[config.mk]
export PLATFORM = sky130hd
export DESIGN_NAME = cache_ctrl_flat
export DESIGN_NICKNAME = d
export VERILOG_FILES = /design/src/rtl/cache_pkg.sv /design/src/rtl/cache_ctrl_if.sv /design/src/rtl/cache_ctrl_sat_counter.sv /design/src/rtl/cache_ctrl.sv /design/src/flat_wrapper.sv
export SDC_FILE = /design/constraint.sdc
export NUM_CORES = 1
export LEC_CHECK = 0
export BUFFER_PORTS_ARGS = -buffer_cell sky130_fd_sc_hd__buf_2
export CAP_MARGIN = 20
export CORE_AREA = 10 10 494 496
export CTS_BUF_LIST = sky130_fd_sc_hd__clkbuf_8
export CTS_CLUSTER_DIAMETER = 30
export DETAILED_ROUTE_END_ITERATION = 10
export DIE_AREA = 0 0 504 506
export HOLD_SLACK_MARGIN = 0.08
export MAX_ROUTING_LAYER = met4
export SYNTH_ARGS = -nofsm -noshare
export SYNTH_HDL_FRONTEND = slang
export SYNTH_SLANG_ARGS = --single-unit
export TNS_END_PERCENT = 100
[constraint.sdc]
create_clock -name clk -period 35.6 [get_ports clk]
set_input_delay 1.78 -clock clk [delete_from_list [all_inputs] [get_ports clk]]
set_output_delay 1.78 -clock clk [all_outputs]
set_load 0.03 [all_outputs]
[src/rtl/cache_pkg.sv]
// Shared geometry, FSM state encoding and address helper for the cache controller.
package cache_pkg;

    localparam int ADDR_W   = 16;
    localparam int BLOCK_W  = 256;
    localparam int OFFSET_W = 5;
    localparam int WORD_W   = 32;

    typedef enum logic [2:0] {
        IDLE,
        LOOKUP,
        WRITEBACK,
        REFILL,
        INSTALL,
        RESPOND
    } state_e;

    function automatic logic [ADDR_W-1:0] line_base(input logic [ADDR_W-1:0] a);
        return {a[ADDR_W-1:OFFSET_W], {OFFSET_W{1'b0}}};
    endfunction

endpackage

[src/rtl/cache_ctrl_if.sv]
// CPU, cache-array and memory signals of the cache controller.
// master = controller side, slave = CPU/cache/memory environment side.
interface cache_ctrl_if #(
    parameter int BLOCK_W = cache_pkg::BLOCK_W,
    parameter int CNT_W   = 16
);
    import cache_pkg::*;

    logic                cpu_req_valid;
    logic                cpu_req_we;
    logic [ADDR_W-1:0]   cpu_addr;
    logic [WORD_W-1:0]   cpu_wdata;
    logic                cpu_ready;
    logic                cpu_resp_valid;
    logic [WORD_W-1:0]   cpu_rdata;

    logic                c_read_en;
    logic                c_write_en;
    logic [ADDR_W-1:0]   c_address;
    logic [WORD_W-1:0]   c_write_data;
    logic [WORD_W-1:0]   c_read_data;
    logic                c_hit;
    logic                c_miss;
    logic                c_need_wb;
    logic [ADDR_W-1:0]   c_wb_address;
    logic [BLOCK_W-1:0]  c_wb_block;
    logic [BLOCK_W-1:0]  c_refill_block;
    logic                c_refill_done;

    logic                mem_req;
    logic                mem_we;
    logic [ADDR_W-1:0]   mem_addr;
    logic [BLOCK_W-1:0]  mem_wdata;
    logic [BLOCK_W-1:0]  mem_rdata;
    logic                mem_ack;

    logic [CNT_W-1:0]    hit_cnt;
    logic [CNT_W-1:0]    miss_cnt;
    logic [CNT_W-1:0]    wb_cnt;

    modport master (
        input  cpu_req_valid, cpu_req_we, cpu_addr, cpu_wdata,
        input  c_read_data, c_hit, c_miss, c_need_wb, c_wb_address, c_wb_block,
        input  mem_rdata, mem_ack,
        output cpu_ready, cpu_resp_valid, cpu_rdata,
        output c_read_en, c_write_en, c_address, c_write_data, c_refill_block, c_refill_done,
        output mem_req, mem_we, mem_addr, mem_wdata,
        output hit_cnt, miss_cnt, wb_cnt
    );

    modport slave (
        output cpu_req_valid, cpu_req_we, cpu_addr, cpu_wdata,
        output c_read_data, c_hit, c_miss, c_need_wb, c_wb_address, c_wb_block,
        output mem_rdata, mem_ack,
        input  cpu_ready, cpu_resp_valid, cpu_rdata,
        input  c_read_en, c_write_en, c_address, c_write_data, c_refill_block, c_refill_done,
        input  mem_req, mem_we, mem_addr, mem_wdata,
        input  hit_cnt, miss_cnt, wb_cnt
    );

endinterface

[src/rtl/cache_ctrl_sat_counter.sv]
// Statistics counter that sticks at all-ones instead of wrapping.
module sat_counter #(
    parameter int CNT_W = 16
) (
    input  logic             clk,
    input  logic             rst,
    input  logic             i_inc,
    output logic [CNT_W-1:0] o_cnt
);

    logic [CNT_W-1:0] r_cnt;

    always_ff @(posedge clk or posedge rst) begin
        if (rst)
            r_cnt <= '0;
        else if (i_inc && !(&r_cnt))
            r_cnt <= r_cnt + CNT_W'(1);
    end

    assign o_cnt = r_cnt;

endmodule

[src/rtl/cache_ctrl.sv]
// Blocking cache controller: lookup, optional victim writeback, refill, install,
// then a retried lookup that completes the original access.
module cache_ctrl #(
    parameter int BLOCK_W = cache_pkg::BLOCK_W,
    parameter int CNT_W   = 16
) (
    input  logic         clk,
    input  logic         rst,
    cache_ctrl_if.master bus
);
    import cache_pkg::*;

    state_e              r_state, w_next;
    logic [ADDR_W-1:0]   r_addr, r_wb_addr;
    logic [WORD_W-1:0]   r_wdata, r_rdata;
    logic [BLOCK_W-1:0]  r_wb_block, r_refill_block;
    logic                r_we, r_retry;
    logic                w_lookup, w_miss, w_hit_inc, w_miss_inc, w_wb_inc;
    logic [CNT_W-1:0]    w_hit_cnt, w_miss_cnt, w_wb_cnt;

    // The retried lookup after an install must not count the request a second time.
    assign w_lookup   = (r_state == LOOKUP);
    assign w_miss     = w_lookup && !bus.c_hit && bus.c_miss;
    assign w_hit_inc  = w_lookup && bus.c_hit && !r_retry;
    assign w_miss_inc = w_miss && !r_retry;
    assign w_wb_inc   = w_miss_inc && bus.c_need_wb;

    always_ff @(posedge clk or posedge rst) begin
        if (rst)
            r_state <= IDLE;
        else
            r_state <= w_next;
    end

    always_comb begin
        w_next             = r_state;
        bus.cpu_ready      = 1'b0;
        bus.cpu_resp_valid = 1'b0;
        bus.c_read_en      = 1'b0;
        bus.c_write_en     = 1'b0;
        bus.c_refill_done  = 1'b0;
        bus.mem_req        = 1'b0;
        bus.mem_we         = 1'b0;
        bus.mem_addr       = '0;
        case (r_state)
            IDLE: begin
                bus.cpu_ready = 1'b1;
                if (bus.cpu_req_valid) w_next = LOOKUP;
            end
            LOOKUP: begin
                bus.c_read_en  = !r_we;
                bus.c_write_en = r_we;
                if (bus.c_hit)  w_next = RESPOND;
                else if (bus.c_miss) w_next = bus.c_need_wb ? WRITEBACK : REFILL;
            end
            WRITEBACK: begin
                bus.mem_req  = 1'b1;
                bus.mem_we   = 1'b1;
                bus.mem_addr = r_wb_addr;
                if (bus.mem_ack) w_next = REFILL;
            end
            REFILL: begin
                bus.mem_req  = 1'b1;
                bus.mem_addr = line_base(r_addr);
                if (bus.mem_ack) w_next = INSTALL;
            end
            INSTALL: begin
                bus.c_refill_done = 1'b1;
                w_next            = LOOKUP;
            end
            RESPOND: begin
                bus.cpu_resp_valid = 1'b1;
                w_next             = IDLE;
            end
            default: w_next = IDLE;
        endcase
    end

    always_ff @(posedge clk or posedge rst) begin
        if (rst) begin
            r_addr         <= '0;
            r_we           <= 1'b0;
            r_wdata        <= '0;
            r_retry        <= 1'b0;
            r_rdata        <= '0;
            r_wb_addr      <= '0;
            r_wb_block     <= '0;
            r_refill_block <= '0;
        end else begin
            if (r_state == IDLE && bus.cpu_req_valid) begin
                r_addr  <= bus.cpu_addr;
                r_we    <= bus.cpu_req_we;
                r_wdata <= bus.cpu_wdata;
                r_retry <= 1'b0;
            end
            if (w_lookup && bus.c_hit && !r_we)
                r_rdata <= bus.c_read_data;
            if (w_miss && bus.c_need_wb) begin
                r_wb_addr  <= bus.c_wb_address;
                r_wb_block <= bus.c_wb_block;
            end
            if (r_state == REFILL && bus.mem_ack)
                r_refill_block <= bus.mem_rdata;
            if (r_state == INSTALL)
                r_retry <= 1'b1;
        end
    end

    assign bus.c_address      = r_addr;
    assign bus.c_write_data   = r_wdata;
    assign bus.cpu_rdata      = r_rdata;
    assign bus.mem_wdata      = r_wb_block;
    assign bus.c_refill_block = r_refill_block;

    sat_counter #(.CNT_W(CNT_W)) u_hit_cnt  (.clk(clk), .rst(rst), .i_inc(w_hit_inc),  .o_cnt(w_hit_cnt));
    sat_counter #(.CNT_W(CNT_W)) u_miss_cnt (.clk(clk), .rst(rst), .i_inc(w_miss_inc), .o_cnt(w_miss_cnt));
    sat_counter #(.CNT_W(CNT_W)) u_wb_cnt   (.clk(clk), .rst(rst), .i_inc(w_wb_inc),   .o_cnt(w_wb_cnt));

    assign bus.hit_cnt  = w_hit_cnt;
    assign bus.miss_cnt = w_miss_cnt;
    assign bus.wb_cnt   = w_wb_cnt;

endmodule

[src/flat_wrapper.sv]
// flat-port wrapper written by rule: the top's interface ports become plain ports
module cache_ctrl_flat import cache_pkg::*;
#(
    parameter int BLOCK_W = cache_pkg::BLOCK_W,
    parameter int CNT_W   = 16
)
  (clk, rst, bus_cpu_req_valid, bus_cpu_req_we, bus_cpu_addr, bus_cpu_wdata, bus_c_read_data, bus_c_hit, bus_c_miss, bus_c_need_wb, bus_c_wb_address, bus_c_wb_block, bus_mem_rdata, bus_mem_ack, bus_cpu_ready, bus_cpu_resp_valid, bus_cpu_rdata, bus_c_read_en, bus_c_write_en, bus_c_address, bus_c_write_data, bus_c_refill_block, bus_c_refill_done, bus_mem_req, bus_mem_we, bus_mem_addr, bus_mem_wdata, bus_hit_cnt, bus_miss_cnt, bus_wb_cnt);
  cache_ctrl_if #(.BLOCK_W(BLOCK_W), .CNT_W(CNT_W)) bus_i ();
  input  logic clk;
  input  logic rst;
  input wire logic [$bits(bus_i.cpu_req_valid)-1:0] bus_cpu_req_valid;
  input wire logic [$bits(bus_i.cpu_req_we)-1:0] bus_cpu_req_we;
  input wire logic [$bits(bus_i.cpu_addr)-1:0] bus_cpu_addr;
  input wire logic [$bits(bus_i.cpu_wdata)-1:0] bus_cpu_wdata;
  input wire logic [$bits(bus_i.c_read_data)-1:0] bus_c_read_data;
  input wire logic [$bits(bus_i.c_hit)-1:0] bus_c_hit;
  input wire logic [$bits(bus_i.c_miss)-1:0] bus_c_miss;
  input wire logic [$bits(bus_i.c_need_wb)-1:0] bus_c_need_wb;
  input wire logic [$bits(bus_i.c_wb_address)-1:0] bus_c_wb_address;
  input wire logic [$bits(bus_i.c_wb_block)-1:0] bus_c_wb_block;
  input wire logic [$bits(bus_i.mem_rdata)-1:0] bus_mem_rdata;
  input wire logic [$bits(bus_i.mem_ack)-1:0] bus_mem_ack;
  output wire logic [$bits(bus_i.cpu_ready)-1:0] bus_cpu_ready;
  output wire logic [$bits(bus_i.cpu_resp_valid)-1:0] bus_cpu_resp_valid;
  output wire logic [$bits(bus_i.cpu_rdata)-1:0] bus_cpu_rdata;
  output wire logic [$bits(bus_i.c_read_en)-1:0] bus_c_read_en;
  output wire logic [$bits(bus_i.c_write_en)-1:0] bus_c_write_en;
  output wire logic [$bits(bus_i.c_address)-1:0] bus_c_address;
  output wire logic [$bits(bus_i.c_write_data)-1:0] bus_c_write_data;
  output wire logic [$bits(bus_i.c_refill_block)-1:0] bus_c_refill_block;
  output wire logic [$bits(bus_i.c_refill_done)-1:0] bus_c_refill_done;
  output wire logic [$bits(bus_i.mem_req)-1:0] bus_mem_req;
  output wire logic [$bits(bus_i.mem_we)-1:0] bus_mem_we;
  output wire logic [$bits(bus_i.mem_addr)-1:0] bus_mem_addr;
  output wire logic [$bits(bus_i.mem_wdata)-1:0] bus_mem_wdata;
  output wire logic [$bits(bus_i.hit_cnt)-1:0] bus_hit_cnt;
  output wire logic [$bits(bus_i.miss_cnt)-1:0] bus_miss_cnt;
  output wire logic [$bits(bus_i.wb_cnt)-1:0] bus_wb_cnt;
  assign bus_i.cpu_req_valid = bus_cpu_req_valid;
  assign bus_i.cpu_req_we = bus_cpu_req_we;
  assign bus_i.cpu_addr = bus_cpu_addr;
  assign bus_i.cpu_wdata = bus_cpu_wdata;
  assign bus_i.c_read_data = bus_c_read_data;
  assign bus_i.c_hit = bus_c_hit;
  assign bus_i.c_miss = bus_c_miss;
  assign bus_i.c_need_wb = bus_c_need_wb;
  assign bus_i.c_wb_address = bus_c_wb_address;
  assign bus_i.c_wb_block = bus_c_wb_block;
  assign bus_i.mem_rdata = bus_mem_rdata;
  assign bus_i.mem_ack = bus_mem_ack;
  assign bus_cpu_ready = bus_i.cpu_ready;
  assign bus_cpu_resp_valid = bus_i.cpu_resp_valid;
  assign bus_cpu_rdata = bus_i.cpu_rdata;
  assign bus_c_read_en = bus_i.c_read_en;
  assign bus_c_write_en = bus_i.c_write_en;
  assign bus_c_address = bus_i.c_address;
  assign bus_c_write_data = bus_i.c_write_data;
  assign bus_c_refill_block = bus_i.c_refill_block;
  assign bus_c_refill_done = bus_i.c_refill_done;
  assign bus_mem_req = bus_i.mem_req;
  assign bus_mem_we = bus_i.mem_we;
  assign bus_mem_addr = bus_i.mem_addr;
  assign bus_mem_wdata = bus_i.mem_wdata;
  assign bus_hit_cnt = bus_i.hit_cnt;
  assign bus_miss_cnt = bus_i.miss_cnt;
  assign bus_wb_cnt = bus_i.wb_cnt;
  cache_ctrl #(.BLOCK_W(BLOCK_W), .CNT_W(CNT_W)) u_core (.clk(clk), .rst(rst), .bus(bus_i));
endmodule
Yosys cells after proc, flatten, opt, wreduce, memory -nomap -nowiden:

Index checks and enable logic that the tools add are counted.

* add/subtract/negate cells: 3
* equality and inequality tests: 9
* muxes and demuxes: 17
* reduce and logical (&&, ||, !) cells: 26

Operators by type and width (number)
* adder 16 x 1 -> 16 bit (second input constant): 3
* AND reduction 16 bit: 3
* one-hot mux 16 bit (2 select lines): 1
* 2-to-1 mux 3 bit: 5
* one-hot mux 3 bit (5 select lines): 1
* logical AND 1 bit: 13
* 2-to-1 mux 1 bit: 10
* == test 3 x 2 -> 1 bit (second input constant): 2
* == test 3 bit (second input constant): 2
* logical NOT 1 bit: 6
* != test 2 bit (second input constant): 3
* AND reduction 4 bit: 1
* == test 3 x 1 -> 1 bit (second input constant): 1
* logical NOT 3 bit: 1
* != test 3 bit (second input constant): 1
* nonzero test 2 bit: 1
* OR reduction 2 bit: 1

* flip-flop bits (word level): 661
* input port bits: 616
* output and inout port bits: 663

Logic depth before layout (Yosys ltp):

Gate-level depths: netlist (run 1).

* word-level depth: 6
* depth in mapped cells: 7
* mapped depth without buffers: 5

Hierarchy:

From an unflattened synthesis (run 1), not the netlist that was laid out.

* cell total of the unflattened synthesis: 1572
* area, all modules: 25538.2 µm²

By module, submodules not included
* cache_ctrl: times used 1, cells each 1353, area each 23143.4 µm², seq. area each 15339.7 µm²
* sat_counter: times used 3, cells each 73, area each 798.3 µm², seq. area each 400.4 µm²

Worst setup path after synthesis (run 1):

Ideal clock, no wire load.

* kind: reg-to-output
* from: reg u_core.r_state[2]
* to: out bus_mem_addr[0]
* arrival time: 1.681 ns
* data required time: 33.820 ns
* setup slack: 32.139 ns
* cell stages (with the launch flop): 5
* buffers on the path: 1
* path through: dfrtp_1 > buf_2 > nand2b_1 > nor2_1 > and2_1

* longest elaborated chain between the ends: 2
* elaborated cells on any way between the ends: 3
* those cells by class: eq/ne: 2; mux: 1

RTL lines
* start, declared: RTL line cache_ctrl.sv:13 `state_e r_state, w_next;`
* start signal, assigned: RTL line cache_ctrl.sv:32 `r_state <= w_next;`
* == test 3 x 2 -> 1 bit: RTL line cache_ctrl.sv:45 `case (r_state)`
* one-hot mux 16 bit (2 select lines) (*): RTL line cache_ctrl.sv:45
* end, declared: RTL line flat_wrapper.sv:34 `output wire logic [$bits(bus_i.mem_addr)-1:0] bus_mem_addr;`

Every way passes the cells marked *; elsewhere a longest branch is shown, timed or not.

Final worst setup path (run 1):

* from: reg u_core.r_state[1]
* to: out bus_mem_addr[2]

Same word-level chain as after synthesis.

==> metrics, run 1 <==
status=complete, no violations; number of global-route vias before repair=22000; Crit Path Max Fanout=13; Tcrit/Tclk final=0.130; Mapped Avg Cell Area=16.3 um2; Ys Warns=0; slew margin rel.=0.278; leakage=19.0 nW; CP Launch Type=flip-flop; full die area=255000 um2; post-synthesis compound-gate area fraction=0.00299; Clock transition at path regs=0.05 ns; Antenna Nets Post-Route=0; Die Wd=504 um; H-tree depth=4; 1st-iter DRT viols=920; Layout area overhead=58.0%; most common cell after layout, fill and taps aside=buf_2; most frequent cells in the layout=1278 x buf_2, 661 x dfrtp_1, 485 x mux2_2; Async SR Flop Fraction=1.00; Global Route Usage Sum=0.135; kind of critical path=reg -> out; Int Pwr=2.44 mW; Critical Path Sink Type=primary output; Net Count, Synth=2191; largest net degree at the start of global routing=120; Filler Cell Count=25900; worst path required time=33.82 ns; CP Cell Sequence=nand2b_1 > nor2_1 > and2_1 > buf_2; Tot Pwr=4.45 mW; Bufs and invs on worst path=1; cts repair resizes=0; Worst-Margin Slew=1.08 ns; share of post-route cells with drive strength above 1=0.676; slowest cell on the critical path=dfrtp_1; HP Class=reg -> reg; CTS root buf=clkbuf_8; Synth Area in Simple Gates=0.0375; drt first pass iters=5; Cells after Synth=1572; DR vias/cell=3.13; CTS Buf Count=179; Comb pwr share=0.435; cts-stage hold buffer count=0; CTS tree=done; Post-synth EDFFs=0; Core Box Area=234000 um2; global-route wire length before repair=222 mm; f_max=217 MHz; pwr dens=110 nW/um2; CTS Buffer Depth=3; post-synthesis sequential area ratio=0.647; drt drc=0; Adder-Cell Fraction of Synth Area=0.00147; synth top area cells=dfrtp_1 65%, mux2_2 21%, mux2_1 5.6%; Setup TNS=0 ns; switching power=2.01 mW; Worst-Skew Late Latency=0.90 ns; Top FF cell, synth=dfrtp_1; fin util=0.173; minimum clock period=4.62 ns; Final Skew=0.0409 ns; antenna violations before repair=239; Post-CTS Setup Inserts=0; total number of vias=20200; hold_ws=0.474 ns; leading area contributor after synthesis=dfrtp_1; cell family with most CP delay=simple AND/OR/NAND/NOR gates; largest family of logic cells by synthesized area=multiplexers; final setup vio count=0; Rows=178; routed length per instance=26.9 um; CP peak stage delay=0.67 ns; total grt overflow=0; switching power share of the total=0.451; Max rail drop VDD=0.0536 mV; Flop pwr share=0.297; hpwl dp=151 mm; Syn Std Cell Area=25600 um2; Final Max Tran Viols=0; I/O pins=1279; Max-Cap Viols=0; Synth top area share=0.647; Final Hold Viols=0; Initial Util=0.109; Netlist cell types=53; WL final=174 mm; # port buffers=1278; mux cell area share after synthesis=0.275; CTS Sinks=661; chip height=506 um; clock group share of total power=0.268; Nets=3594; Worst EP arrival=2.84 ns; Yosys reg bits=661; Final GP Congestion=0.885; RSZ-0062 raised after global routing=false; Synth Area in XOR/XNOR=0.0147
==> flip-flops by register name (all words and copies together), names as in the netlist <==
name and count:
u_core.r_state 3, u_core.u_wb_cnt.o_cnt 16, u_core.r_wb_addr 16, u_core.bus.mem_wdata 256, u_core.r_we 1, u_core.bus.c_refill_block 256, u_core.bus.cpu_rdata 32, u_core.r_retry 1
u_core.bus.c_write_data 32, u_core.u_hit_cnt.o_cnt 16, u_core.u_miss_cnt.o_cnt 16, u_core.bus.c_address 16
==> cells by family (layout without fill, tap and decap cells) <==
| family | Yosys count | after routing |
|---|---|---|
| DFF | 661 | 661 |
| muxes | 625 | 625 |
| and+or+nand+nor | 147 | 147 |
| buffers and inverters | 81 | 1637 |
| xor gates and xnor gates | 43 | 43 |
| AOI/OAI and AO/OA | 12 | 12 |
| adders and majority gates | 3 | 3 |
| other | 0 | 182 |
==> layer usage <==
layer  part of all wire  GRT usage  vias up
met5                  0          -        -
met4              0.031     0.0438        0
met3               0.21      0.134      263
met2               0.46      0.211     1307
met1               0.30      0.109     9875
li1                   -          -     8783
==> Yosys cell counts (all sizes together) (2+ instances only) <==
| master | instances |
|---|---|
| xnor2 | 14 |
| nand4 | 19 |
| buf | 71 |
| nand3 | 16 |
| and3 | 7 |
| and2 | 8 |
| mux2 | 613 |
| a31oi | 3 |
| clkbuf | 5 |
| ha | 3 |
| nor3b | 7 |
| xor2 | 29 |
| o21a | 2 |
| and4 | 3 |
| nand4b | 2 |
| or4 | 2 |
| inv | 5 |
| or2 | 2 |
| nor4 | 11 |
| dfrtp | 661 |
| nand2 | 15 |
| nor2 | 23 |
| nor3 | 16 |
| nor2b | 3 |
| mux2i | 12 |
| nor4b | 6 |
| o21ai | 3 |
==> per-stage QoR <==
step | std cells | setup slack (ns) | cell area (um2)
3_5_place_dp | 5943 | 30.55 | 35600
4_1_cts | 6277 | 30.83 | 39900
6_report | 6460 | 30.98 | 40400
5_1_grt | 6457 | 30.73 | 40400
3_3_place_gp | 5943 | 30.63 | 35600
2_1_floorplan | 1572 | 15.30 | 25600
==> area by class of cell <==
cell class / count / area, um2 / area share
antenna: 182 / 455 / 0.0113
sequential: 661 / 16500 / 0.409
clock inverter: 116 / 1390 / 0.0343
clock buffer: 218 / 3000 / 0.0743
inverter: 5 / 26.3 / 0.000650
timing repair buffer: 1298 / 6570 / 0.163
multi-input combinational: 830 / 8490 / 0.210
tap: 3150 / 3940 / 0.0975
==> power groups by stage <==
stage | logic [mW] | registers, mW | clock network (mW)
after floorplan | 0.461 | 1.98 | 0
after detailed placement | 1.99 | 1.33 | 0
final | 1.94 | 1.32 | 1.19
after CTS | 2.00 | 1.33 | 1.24
after global placement | 1.98 | 1.32 | 0
after global routing | 2.04 | 1.37 | 1.28
==> path summary, 6_finish.rpt <==
kind                                                       start                                        end  slack [ns]  cells past startpoint
setup reg to reg                   u_core.r_state[2]$_DFFE_PP0P_  u_core.bus.c_refill_block[98]$_DFFE_PP0P_       31.27                      7
max in group asynchronous                                    rst      u_core.bus.mem_wdata[103]$_DFFE_PP0P_       31.76                      5
hold / removal             u_core.bus.mem_wdata[249]$_DFFE_PP0P_      u_core.bus.mem_wdata[249]$_DFFE_PP0P_        0.47                      1
hold reg to reg            u_core.bus.mem_wdata[249]$_DFFE_PP0P_      u_core.bus.mem_wdata[249]$_DFFE_PP0P_        0.47                      1
min in group asynchronous                                    rst      u_core.bus.mem_wdata[174]$_DFFE_PP0P_        1.00                      2
setup / recovery                   u_core.r_state[1]$_DFFE_PP0P_                            bus_mem_addr[2]       30.98                      4
No activity file was read; power rests on OpenSTA's default activity.
==> run 2: changes to the inputs <==
CORE_AREA = 10 10 493 495   (was 10 10 494 496)
DIE_AREA = 0 0 503 505   (was 0 0 504 506)
clock period = 4.2 ns   (was 35.6 ns; I/O delays follow)
==> metrics, run 2 <==
status=aborted with a tool error (was complete, no violations); stage reached=clock tree synthesis; Stop Error=[ERROR RSZ-0060] Max buffer count reached.; cts repair resizes=0 (unchanged); CTS Sinks=661 (unchanged); Ys Warns=0 (unchanged); Syn Std Cell Area=25600 um2 (unchanged); Rows=177 (was 178); post-synthesis sequential area ratio=0.647 (unchanged); Final GP Congestion=0.908 (was 0.885); Netlist cell types=53 (unchanged); Cells after Synth=1572 (unchanged); placed instance area=35700 um2 (was 35600 um2); CTS Buffer Depth=3 (unchanged); synth cell count leaders=661 x dfrtp_1, 485 x mux2_2, 128 x mux2_1, 33 x buf_4, 29 x xor2_1 (unchanged); Top FF cell, synth=dfrtp_1 (unchanged); Synth top area share=0.647 (unchanged); I/O pins=1279 (unchanged); Yosys reg bits=661 (unchanged); Die Wd=503 um (was 504 um); Cells after DPL=5855 (was 5943); # port buffers=1278 (unchanged); hpwl dp=158 mm (was 151 mm); chip height=505 um (was 506 um); CTS root buf=clkbuf_8 (unchanged); Post-synth EDFFs=0 (unchanged); count leader, synth=dfrtp_1 (unchanged); H-tree depth=4 (unchanged); Async SR Flop Fraction=1.00 (unchanged); Initial Util=0.110 (was 0.109); synth top area cells=dfrtp_1 65%, mux2_2 21%, mux2_1 5.6% (unchanged); DP Worst Slack=1.31 ns (was 30.55 ns); CTS Buf Count=179 (unchanged); Post-CTS Setup Inserts=0 (unchanged); Mapped Avg Cell Area=16.3 um2 (unchanged); Net Count, Synth=2191 (unchanged); cts-stage hold buffer count=1239 (was 0); leading area contributor after synthesis=dfrtp_1 (unchanged)
==> run 2: cell counts after synthesis <==
Identical to the previous run, type by type.
==> run 2: logic make-up after synthesis <==
group                      after synthesis  share of synthesized area
DFF                                    661                      0.647
muxes                                  625                      0.275
and+or+nand+nor                        147                     0.0375
buffers and inverters                   81                     0.0217
xor gates and xnor gates                43                     0.0147
AOI/OAI and AO/OA                       12                    0.00298
adders and majority gates                3                    0.00147
==> run 2: per-stage QoR <==
step | TNS, ns | hold WS (ns)
floorplan | -3335.71 | 0.342
global placement | 0 | 0.426
detailed placement | 0 | 0.431
==> run 3: changes to the inputs <==
CORE_AREA = 10 10 496 498   (was 10 10 493 495)
CTS_BUF_LIST = unset   (was sky130_fd_sc_hd__clkbuf_8)
CTS_CLUSTER_DIAMETER = unset   (was 30)
DIE_AREA = 0 0 506 508   (was 0 0 503 505)
HOLD_SLACK_MARGIN = unset   (was 0.08)
MAX_ROUTING_LAYER = unset   (was met4)
PLACE_DENSITY_LB_ADDON = 0.15   (was unset)
clock period = 5.5 ns   (was 4.2 ns; I/O delays follow)
==> metrics, run 3 (synthesized netlist as in run 1, its figures left out) <==
status=complete, no violations (was aborted with a tool error); setup ws final=2.16 ns; final setup vio count=0; Setup TNS=0 ns; WL final=150 mm; I/O pins=1279 (unchanged); CP Cell Sequence=nand2b_2 > inv_2 > nand3_4 > buf_12 > mux2_1; worst reg2reg path depth=5; f_max=300 MHz; Clock transition at path regs=0.05 ns; Layout area overhead=75.5%; Post-CTS Setup Inserts=0 (unchanged); hpwl dp=121 mm (was 158 mm); 1st-iter DRT viols=814; routed length per instance=22.2 um; minimum clock period=3.34 ns; # port buffers=1278 (unchanged); Max rail drop VDD=0.304 mV; most frequent cells in the layout=1278 x buf_2, 660 x dfrtp_1, 615 x dlygate4sd3_1; HP Class=in -> reg; Initial Util=0.108 (was 0.110); full die area=257000 um2; CTS tree=done; Core Box Area=237000 um2; Final Skew=0.0389 ns; Worst-Margin Slew=1.13 ns; Rows=179 (was 177); global-route wire length before repair=204 mm; Die Wd=506 um (was 503 um); RSZ-0062 raised after global routing=false; pwr dens=594 nW/um2; CP Launch Type=flip-flop; Worst EP arrival=3.91 ns; Antenna Nets Post-Route=0; Crit path depth=5; Tcrit/Tclk final=0.606; antenna violations before repair=58; CP peak stage delay=0.69 ns; hold_ws=0.259 ns; Final GP Congestion=0.808 (was 0.908); H-tree depth=3 (was 4); largest net degree at the start of global routing=130; drt first pass iters=5; R2R setup slack=2.16 ns; Filler Cell Count=26200; Crit Path Max Fanout=129; CTS root buf=clkbuf_16 (was clkbuf_8); CTS Sinks=661 (unchanged); share of post-route cells with drive strength above 1=0.544; drt drc=0; Worst-Skew Late Latency=0.72 ns; Final Max Tran Viols=0; Max-Cap Viols=0; worst path required time=6.08 ns; DP Worst Slack=2.02 ns (was 1.31 ns); reg2reg end=u_core.bus.c_refill_block[68]$_DFFE_PP0P_; chip height=508 um (was 505 um); CTS Buffer Depth=3 (unchanged); slew margin rel.=0.245; Global Route Usage Sum=0.111; cell family with most CP delay=simple AND/OR/NAND/NOR gates; cts repair resizes=0 (unchanged); number of global-route vias before repair=23500; slowest cell on the critical path=dfrtp_1; Bufs and invs on worst path=2; DR vias/cell=3.15; total number of vias=21300; most common cell after layout, fill and taps aside=buf_2; Final Hold Viols=0; leakage=20.8 nW; CTS Buf Count=90 (was 179); CP endpoint=u_core.bus.c_refill_block[68]$_DFFE_PP0P_; Reg-to-Reg Start=u_core.r_state[1]$_DFFE_PP0P_; CP Launch Point=u_core.r_state[1]$_DFFE_PP0P_; kind of critical path=reg -> reg; Critical Path Sink Type=flip-flop; Nets=4134; total grt overflow=0
==> run 3: metal layers <==
layer / vias up / GRT usage / wire length (um)
li1: 9556 / - / -
met1: 10500 / 0.126 / 58300
met2: 1001 / 0.191 / 73100
met3: 210 / 0.0462 / 14600
met4: 30 / 0.0327 / 3830
met5: - / 0 / 165
==> run 3: through the flow <==
step           cell area [um2]   util  power [mW]  cells
2_1_floorplan            25600      -        15.8   1572
3_3_place_gp             35800  0.151        20.8   5975
3_5_place_dp             35800  0.151        20.8   5975
4_1_cts                  44800  0.189        27.4   6744
5_1_grt                  44800  0.190        28.2   6753
6_report                 44900  0.190        26.6   6769
==> run 3: worst min path at each step <==
stage / cells past startpoint / slack [ns] / to / from
final: 4 / 0.26 / u_core.r_state[0]$_DFFE_PP0P_ / bus_c_need_wb
after global routing: 4 / 0.22 / u_core.r_state[0]$_DFFE_PP0P_ / bus_c_need_wb
after CTS: 4 / 0.13 / u_core.r_state[0]$_DFFE_PP0P_ / bus_c_need_wb
after detailed placement: 2 / 0.46 / u_core.bus.mem_wdata[126]$_DFFE_PP0P_ / rst
after global placement: 2 / 0.46 / u_core.bus.mem_wdata[126]$_DFFE_PP0P_ / rst
after floorplan: 1 / 0.41 / u_core.bus.c_refill_block[139]$_DFFE_PP0P_ / bus_mem_rdata[139]
==> run 3: repair_timing <==
| action | CTS | global route |
|---|---|---|
| endpoints found under the setup margin | 0 | 0 |
| hold buffers | 615 | 0 |
| hold endpoints to repair | 621 | 0 |
==> run 3: worst min-delay path, delay by kind of cell <==
| family | cells | cell delay [ns] |
|---|---|---|
| AND/OR/NAND/NOR | 1 | 0.34 |
| buffers and inverters | 1 | 0.07 |
| AO/OA/AOI/OAI | 2 | 0.24 |
==> run 3: power by group <==
| group | internal, mW | total (mW) | leakage, nW | switching (mW) |
|---|---|---|---|---|
| sequential | 7.18 | 8.57 | 8.03 | 1.39 |
| combinational | 4.02 | 12.2 | 11.3 | 8.16 |
| clock | 3.46 | 5.90 | 1.41 | 2.44 |
==> run 3: final cells by class <==
cell class | count | area [um2] | share of cell area
Inverter | 5 | 22.5 | 0.000502
Clock inverter | 15 | 246 | 0.00549
Timing Repair Buffer | 1927 | 12900 | 0.287
Multi-Input combinational cell | 830 | 8500 | 0.189
Sequential cell | 661 | 16500 | 0.369
Tap cell | 3167 | 3960 | 0.0883
Antenna cell | 25 | 62.6 | 0.00139
Clock buffer | 139 | 2660 | 0.0592
